<file path="src/rtl/mem_stage.sv">
// MEM pipeline stage: turns one 32-bit load/store into two 16-bit SRAM half-accesses
// (lo then hi), freezing the pipeline through the ready output until the access completes.
module mem_stage #(
    parameter logic [31:0] DATA_BASE   = 32'd1024,
    parameter int unsigned WAIT_CYCLES = 2
) (
    input  logic        clk,
    input  logic        rst,
    input  logic        mem_r_en,
    input  logic        mem_w_en,
    input  logic [31:0] alu_res,
    input  logic [31:0] val_r_m,
    output logic [31:0] mem_out,
    output logic        ready,
    output logic [17:0] sram_addr,
    output logic [15:0] sram_dq_out,
    output logic        sram_dq_oe,
    input  logic [15:0] sram_dq_in,
    output logic        sram_we_n
);
    typedef enum logic [1:0] {IDLE, LO, HI, DONE} state_t;

    localparam logic [3:0] LAST = 4'(WAIT_CYCLES - 1);

    state_t      state_q, state_d;
    logic [3:0]  cnt_q, cnt_d;
    logic        wr_q, wr_d;
    logic [16:0] word_q, word_d;
    logic [31:0] data_q, data_d;
    logic [15:0] lo_buf_q, lo_buf_d;
    logic [31:0] mem_out_q, mem_out_d;
    logic [17:0] addr_q, addr_d;
    logic        req;
    logic [16:0] word_in;
    logic        last;

    assign req     = mem_r_en | mem_w_en;
    // Subtraction wraps modulo 2^32, so addresses below DATA_BASE land at the top of SRAM.
    assign word_in = 17'((alu_res - DATA_BASE) >> 2);
    assign last    = (cnt_q == LAST);

    assign mem_out   = mem_out_q;
    assign sram_addr = addr_q;

    always_ff @(posedge clk or negedge rst) begin
        if (!rst) begin
            state_q   <= IDLE;
            cnt_q     <= '0;
            wr_q      <= 1'b0;
            word_q    <= '0;
            data_q    <= '0;
            lo_buf_q  <= '0;
            mem_out_q <= '0;
            addr_q    <= '0;
        end else begin
            state_q   <= state_d;
            cnt_q     <= cnt_d;
            wr_q      <= wr_d;
            word_q    <= word_d;
            data_q    <= data_d;
            lo_buf_q  <= lo_buf_d;
            mem_out_q <= mem_out_d;
            addr_q    <= addr_d;
        end
    end

    always_comb begin
        state_d     = state_q;
        cnt_d       = cnt_q;
        wr_d        = wr_q;
        word_d      = word_q;
        data_d      = data_q;
        lo_buf_d    = lo_buf_q;
        mem_out_d   = mem_out_q;
        addr_d      = addr_q;
        ready       = 1'b0;
        sram_we_n   = 1'b1;
        sram_dq_oe  = 1'b0;
        sram_dq_out = '0;

        case (state_q)
            IDLE: begin
                ready = ~req;
                if (req) begin
                    state_d = LO;
                    cnt_d   = '0;
                    wr_d    = mem_w_en;
                    word_d  = word_in;
                    data_d  = val_r_m;
                    addr_d  = {word_in, 1'b0};
                end
            end
            LO: begin
                if (wr_q) begin
                    sram_we_n   = 1'b0;
                    sram_dq_oe  = 1'b1;
                    sram_dq_out = data_q[15:0];
                end
                if (last) begin
                    state_d = HI;
                    cnt_d   = '0;
                    addr_d  = {word_q, 1'b1};
                    if (!wr_q) lo_buf_d = sram_dq_in;
                end else begin
                    cnt_d = cnt_q + 4'd1;
                end
            end
            HI: begin
                if (wr_q) begin
                    sram_we_n   = 1'b0;
                    sram_dq_oe  = 1'b1;
                    sram_dq_out = data_q[31:16];
                end
                if (last) begin
                    state_d = DONE;
                    cnt_d   = '0;
                    if (!wr_q) mem_out_d = {sram_dq_in, lo_buf_q};
                end else begin
                    cnt_d = cnt_q + 4'd1;
                end
            end
            DONE: begin
                ready   = 1'b1;
                state_d = IDLE;
            end
            default: state_d = IDLE;
        endcase
    end
endmodule
</file>
<file path="config.mk">
export PLATFORM = sky130hd
export DESIGN_NAME = mem_stage
export DESIGN_NICKNAME = d
export VERILOG_FILES = /design/src/rtl/mem_stage.sv
export SDC_FILE = /design/constraint.sdc
export NUM_CORES = 1
export LEC_CHECK = 0
export ABC_AREA = 1
export BUFFER_PORTS_ARGS = -buffer_cell sky130_fd_sc_hd__buf_4
export CAP_MARGIN = 20
export CORE_MARGIN = 2
export CORE_UTILIZATION = 50
export DETAILED_ROUTE_END_ITERATION = 16
export PLACE_DENSITY = 0.77
export SLEW_MARGIN = 40
export SYNTH_ARGS = -nofsm -noshare
export SYNTH_HDL_FRONTEND = slang
export SYNTH_SLANG_ARGS = --single-unit
</file>
<file path="constraint.sdc">
create_clock -name clk -period 1.75 [get_ports clk]
set_input_delay 0.35 -clock clk [delete_from_list [all_inputs] [get_ports clk]]
set_output_delay 0.35 -clock clk [all_outputs]
set_load 0.1 [all_outputs]
</file>
# Word level (Yosys, flattened, before mapping)
# Cells that the tools add are included.
# word_totals
reg_bits	122
in_bits	84
out_inout_bits	69
wordCells	48
# op_classes
n_addsub	2
n_eq_ne	7
muxes	18
bitwise	3
reduce_logical	10
# op_table
op	count
$mux 18	2
$pmux 18 s2	1
$mux 16	2
$pmux 16 s2	1
$sub 19x11->19 const B	1
$reduce_and 3->1	4
$mux 4	2
$pmux 2 s4	1
$pmux 4 s2	1
$mux 2	3
$ne 2x2->1 const B	3
$add 4x1->4 const B	1
$eq 2x2->1 const B	2
$eq 4x1->1 const B	1
$mux 1	4
$reduce_and 2->1	2
$reduce_bool 2->1	2
$eq 2x1->1 const B	1
$logic_not 2->1	1
$not 1->1	2
$pmux 1 s2	1
$reduce_or 2->1	1
$or 1x1->1	1

# Longest topological paths before layout
# Gate-level depths: netlist (run 1).
# depth
word_depth	4
depth_mapped	9
mapped_depth_nobuf	8

# Worst setup path after synthesis (run 1)
# Ideal clock, no wire load.
# synth_timing
kind	flip-flop to output port
start	reg state_q[0]
end	out sram_dq_out[0]
arrival_time_ps	3248
required_time_ps	1400
slack_ps	-1848
path_stages_with_launch	6
path_buffers	1
cell_sequence	dfrtp_1 -> inv_1 -> ha_1 -> nand2_1 -> clkbuf_1 -> a21oi_1
# synth_via
elab_chain_cells	2
word_cells_on_any_way	3
# synth_rtl
item	line	source
from (decl)	25	state_t state_q, state_d;
from (signal assigned)	56	state_q <= state_d;
$eq 2x2->1 or $eq 2x1->1 (tied branches)	81	case (state_q)
$pmux 16 s2 *	81	
to (decl)	16	output logic [15:0] sram_dq_out,
# Every way passes the cells marked *; elsewhere a longest branch is shown, timed or not.

# Final worst setup path (run 1)
# layout_timing
start	reg state_q[1]
end	out sram_dq_out[1]
# The elaborated chain is that of the path after synthesis.

==> results of run 1 <==
==> layout by cell type, fill, tap and decap left out <==
master / count
xnor2_1: 1
nor2_4: 1
nor2_1: 25
dfrtp_1: 122
clkbuf_8: 1
buf_12: 25
nand2_1: 273
clkbuf_16: 18
nand3_4: 2
nand2_2: 3
clkinv_4: 1
clkinvlp_4: 5
nand2_4: 1
inv_2: 5
ha_1: 5
ha_2: 1
inv_6: 6
mux2i_1: 1
o21ai_0: 44
inv_1: 60
o21ai_1: 36
bufinv_16: 2
xor2_1: 2
buf_4: 137
o22ai_1: 3
ha_4: 2
inv_8: 3
clkinvlp_2: 1
nand2_8: 2
or2_4: 1
a31oi_1: 4
nand3_1: 13
nand3_2: 3
dlygate4sd3_1: 1
a21oi_4: 16
==> timing repair <==
action	4_1_cts	5_1_grt
pin swaps	4	6
endpoints found under the hold margin	122	0
endpoints found under the setup margin	25	32
hold buffers	1	0
cloned	2	3
resized for setup	61	10
setup buffers	6	1
==> per-stage QoR <==
stage | setup slack, ps | cell area [um2] | setup TNS (ps) | util | std cells
detailed placement | -65.3 | 6860 | -814 | 0.658 | 917
floorplan | -306 | 5640 | -4630 | - | 656
finish | -509 | 7880 | -9070 | 0.756 | 962
CTS | -501 | 7790 | -9090 | 0.748 | 958
global route | -570 | 7880 | -10290 | 0.756 | 962
global placement | -39.3 | 6860 | -398 | 0.658 | 917
==> layer usage <==
layer | GRT usage | part of all wire | vias to the layer above
li1 | - | - | 2362
met1 | 0.332 | 0.43 | 2258
met2 | 0.411 | 0.50 | 159
met3 | 0.0460 | 0.048 | 22
met4 | 0.0980 | 0.021 | 0
met5 | 0 | 0 | -
==> flip-flops by register name (all words and copies together), names as in the netlist <==
name / count
cnt_q: 4
data_q: 32
lo_buf_q: 16
mem_out: 32
sram_addr: 18
state_q: 2
word_q: 17
wr_q: 1
==> Yosys cell counts <==
master    instances
a31oi_1           4
buf_4             3
o22ai_1           3
dfrtp_1         122
buf_6             1
nand3_2           2
inv_1            64
a21oi_1          16
o21ai_1          33
mux2i_1           1
nand2_1         277
buf_2            19
nor2_1           26
clkbuf_1          7
or2_1             1
inv_2             3
ha_1              8
o21ai_0          47
nand3_4           2
nand3_1          14
xor2_1            2
xnor2_1           1
==> layout make-up <==
type	count	area, um2
clock buffers	17	414
well taps	136	170
inverters	67	259
flip-flops and latches	122	3050
repair buffers	165	1590
repair inverters	1	5.00
fillers	713	2540
multi-input cells	439	2210
clock inverters	15	178
==> kinds of logic (layout without fill, tap and decap cells) <==
group	Yosys count	in the layout	synth area share
fa+ha+maj	8	8	0.0186
xor+xnor	3	3	0.00488
mux	1	1	0.00186
compound gates	103	103	0.0973
flops	122	122	0.567
simple gates	322	324	0.235
buf+inv	97	265	0.0755
==> worst reg2reg max path, stage by stage, from the launching register on <==
cell	delay, ps
dfrtp_1	400
buf_4	150
ha_4	170
buf_12	160
or2_4	270
nand3_4	130
buf_12	130
nor2_1	40
nand2_1	60
nand2_1	50
==> worst paths after layout <==
kind | endpoint | cells after the start | from
setup / recovery | sram_dq_out[1] | 5 | state_q[1]
hold / removal | data_q[1] | 3 | val_r_m[1]
setup reg to reg | sram_addr[14] | 9 | state_q[0]
hold reg to reg | data_q[13] | 2 | data_q[13]
max in group asynchronous | data_q[3] | 3 | rst
min in group asynchronous | sram_addr[1] | 3 | rst
==> results.sh, run 1 <==
export IMPL_ios=153
export IMPL_grt_pass1_wl_mm=22.9
export IMPL_period_share=1.29
export IMPL_wl_mm=13.9
export IMPL_areaGrowthSynthToFinish_pct=46.1
export IMPL_drive_above_1_share=0.286
export IMPL_fin_skew_ps=13.0
export IMPL_fp_dieH_um=108
export IMPL_vias_per_cell=4.99
export IMPL_fin_crit_ps=2260
export IMPL_yosys_area_top_type_share=0.567
export IMPL_maxSlewViolCount=0
export IMPL_reg2reg_slack_ps=70
export IMPL_critPathCaptureType="output port"
export IMPL_first_pass_iters=6
export IMPL_syn_inst=656
export IMPL_grt_pass1_vias=4801
export IMPL_status="complete, but fails checks"
export IMPL_ys_warn_count=0
export IMPL_post_route_drc_count=0
export IMPL_drt_antenna_violating_nets=0
export IMPL_avgSynthCellArea_um2=8.21
export IMPL_cap_viol_max_count=0
export IMPL_slowest_delay_ps=390
export IMPL_finalNetCount=905
export IMPL_worstPathArrival_ps=1910
export IMPL_synthTopCellsByArea="dfrtp_1 57%, nand2_1 19%, inv_1 4.5%"
export IMPL_synth_top_area_cell="dfrtp_1"
export IMPL_synth_cell_type_count=22
export IMPL_cts_sinks=122
export IMPL_violations="setup timing"
export IMPL_initial_utilization=0.517
export IMPL_cts_buffer_depth=2
export IMPL_htree_levels=4
export IMPL_fp_dieW_um=108
export IMPL_crit_buf_inv=2
export IMPL_diodes=0
export IMPL_gr_total_overflow=0
export IMPL_ys_ff_latch=122
export IMPL_worst_setup_path_type="flop to output port"
export IMPL_rows=37
export IMPL_core_region_area_um2=10400
export IMPL_maxSlewHeadroom=0.560
export IMPL_wire_per_inst_um=14.4
export IMPL_port_buffers=137
export IMPL_grt_max_degree=123
export IMPL_ys_seq_area_frac=0.567
export IMPL_clock_latency_ps=520
export IMPL_antenna_found_initial=0
export IMPL_cts_made_buffers=17
export IMPL_rsz0062_at_grt="true"
export IMPL_drt_iter0_markers=313
export IMPL_clock_fmax_mhz=443
export IMPL_design_die_area_um2=11600
export IMPL_critical_path_top_delay_family="flip-flops"
export IMPL_synth_area_um2=5390
export IMPL_holdWs_ps=27.1
export IMPL_cts_root_buf="clkbuf_8"
export IMPL_slowest_stage="dfrtp_1"
export IMPL_setup_viol=19
export IMPL_dpl_hpwl_mm=8.52
export IMPL_path_max_fanout=9
export IMPL_mappedNetlistNets=748
export IMPL_vias=4801
export IMPL_tightest_slew_ps=659
export IMPL_clkTransAtPathRegs_ps=60
export IMPL_path_cells="inv_2 -> ha_4 -> nand2_8 -> a21oi_4 -> buf_12"
export IMPL_critPathLaunchType="flop"
export IMPL_cp_data_required_time_ps=1400
export IMPL_hold_path_class="primary input to flop"
export IMPL_gp_congestion=0.790
export IMPL_cts_tree="built"
export IMPL_finalHoldViolCount=0
export IMPL_grt_usage=0.251
export IMPL_setup_ws_ps=-509
Power of run 1 is not shown: default switching activity piles up to over one toggle a cycle in this logic, so the estimate is an artifact.
==> run 2, diff against run 1 <==
CORE_UTILIZATION = 52   (was 50)
PLACE_DENSITY = 0.8   (was 0.77)
TNS_END_PERCENT = 20   (was default)
clock period = 2.2 ns   (was 1.75 ns; I/O delays follow)
==> results.sh, run 2 (synthesis gave the netlist of run 1 again) <==
export IMPL_drt_iter0_markers=218
export IMPL_rsz0062_at_grt="true"
export IMPL_clock_latency_ps=510
export IMPL_violations="setup timing"
export IMPL_cts_made_buffers=17
export IMPL_cts_tree="built"
export IMPL_maxSlewHeadroom=0.560
export IMPL_maxSlewViolCount=0
export IMPL_grt_max_degree=65
export IMPL_antenna_found_initial=0
export IMPL_worst_setup_path_type="flop to output port"
export IMPL_initial_utilization=0.529
export IMPL_vias=4824
export IMPL_setup_viol=18
export IMPL_period_share=1.06
export IMPL_layout_commonest_cell="nand2_1"
export IMPL_grt_pass1_wl_mm=22.8
export IMPL_drt_antenna_violating_nets=0
export IMPL_gp_congestion=0.845
export IMPL_drive_above_1_share=0.275
export IMPL_layout_common_cells="274 x nand2_1, 133 x buf_4, 122 x dfrtp_1, 61 x inv_1, 47 x o21ai_0"
export IMPL_path_max_fanout=9
export IMPL_grt_usage=0.257
export IMPL_setup_ws_ps=-143
export IMPL_holdWs_ps=127
export IMPL_post_route_drc_count=0
export IMPL_fin_skew_ps=7.52
export IMPL_fill_cells=711
export IMPL_cp_data_required_time_ps=1760
export IMPL_hold_path_class="primary input to flop"
export IMPL_first_pass_iters=6
export IMPL_htree_levels=4
export IMPL_status="complete, but fails checks"
export IMPL_clkTransAtPathRegs_ps=60
export IMPL_vias_per_cell=5.06
export IMPL_design_die_area_um2=11200
export IMPL_cts_sinks=122
export IMPL_fp_dieW_um=106
export IMPL_clock_fmax_mhz=427
export IMPL_gr_total_overflow=0
export IMPL_wl_mm=14.2
export IMPL_ios=153
export IMPL_wire_per_inst_um=14.9
export IMPL_fin_crit_ps=2340
export IMPL_worstPathArrival_ps=1900
export IMPL_rows=37
export IMPL_critPathCaptureType="output port"
export IMPL_port_buffers=137
export IMPL_fp_dieH_um=106
export IMPL_diodes=0
export IMPL_areaGrowthSynthToFinish_pct=43.6
export IMPL_cap_viol_max_count=0
export IMPL_cts_buffer_depth=2
export IMPL_finalHoldViolCount=0
export IMPL_grt_pass1_vias=4810
export IMPL_cts_root_buf="clkbuf_8"
export IMPL_finalNetCount=897
export IMPL_core_region_area_um2=10200
export IMPL_tightest_slew_ps=660
export IMPL_critPathLaunchType="flop"
export IMPL_dpl_hpwl_mm=8.37
## run 2: per-stage QoR
stage / utilization / setup slack (ps) / std cells / instance area, um2 / setup TNS (ps)
2_1_floorplan: - / -289 / 656 / 5540 / -2310
3_3_place_gp: 0.655 / 145 / 908 / 6670 / 0
3_5_place_dp: 0.655 / 73.8 / 908 / 6670 / 0
4_1_cts: 0.751 / -89.0 / 950 / 7650 / -1160
5_1_grt: 0.760 / -202 / 954 / 7740 / -3060
6_report: 0.760 / -143 / 954 / 7740 / -1930
## run 2: final cells by class
type | count | area (um2) | area share
clock buffer | 20 | 455 | 0.0588
tap | 136 | 170 | 0.0220
sequential | 122 | 3050 | 0.394
clock inverter | 12 | 123 | 0.0158
timing repair buffer | 159 | 1500 | 0.194
inverter | 67 | 251 | 0.0325
multi-input combinational | 438 | 2190 | 0.283
## run 2: worst max-delay path, cell delays in order (launching register included)
cell and delay [ps]:
dfrtp_1 390, inv_2 90, ha_4 350, nand2_8 140
a21oi_2 210, buf_12 200
## run 2: final timing paths
| kind | cells past startpoint | start | slack (ps) | to |
|---|---|---|---|---|
| max | 5 | state_q[0] | -140 | sram_dq_out[5] |
| min | 3 | val_r_m[27] | 130 | data_q[27] |
| max reg2reg | 6 | state_q[0] | 260 | cnt_q[3] |
| min reg2reg | 2 | sram_addr[3] | 480 | sram_addr[3] |
| max in group asynchronous | 3 | rst | 1100 | lo_buf_q[9] |
| min in group asynchronous | 2 | rst | 460 | sram_addr[2] |
## run 2: metal layers
layer	global-route usage	vias to the layer above	wire length, um
met5	0	-	0
met4	0.109	0	303
met1	0.324	2283	5780
li1	-	2334	-
met3	0.0606	28	828
met2	0.425	179	7260
## run 2: repair_timing
item | 4_1_cts | 5_1_grt
setup buffers | 8 | 3
pin swaps | 5 | 4
endpoints found under the hold margin | 40 | 0
setup endpoints to repair | 19 | 19
cloned | 1 | 1
gates resized for setup | 70 | 10
hold buffers | 1 | 0
Power of run 2 is left out for the same reason.
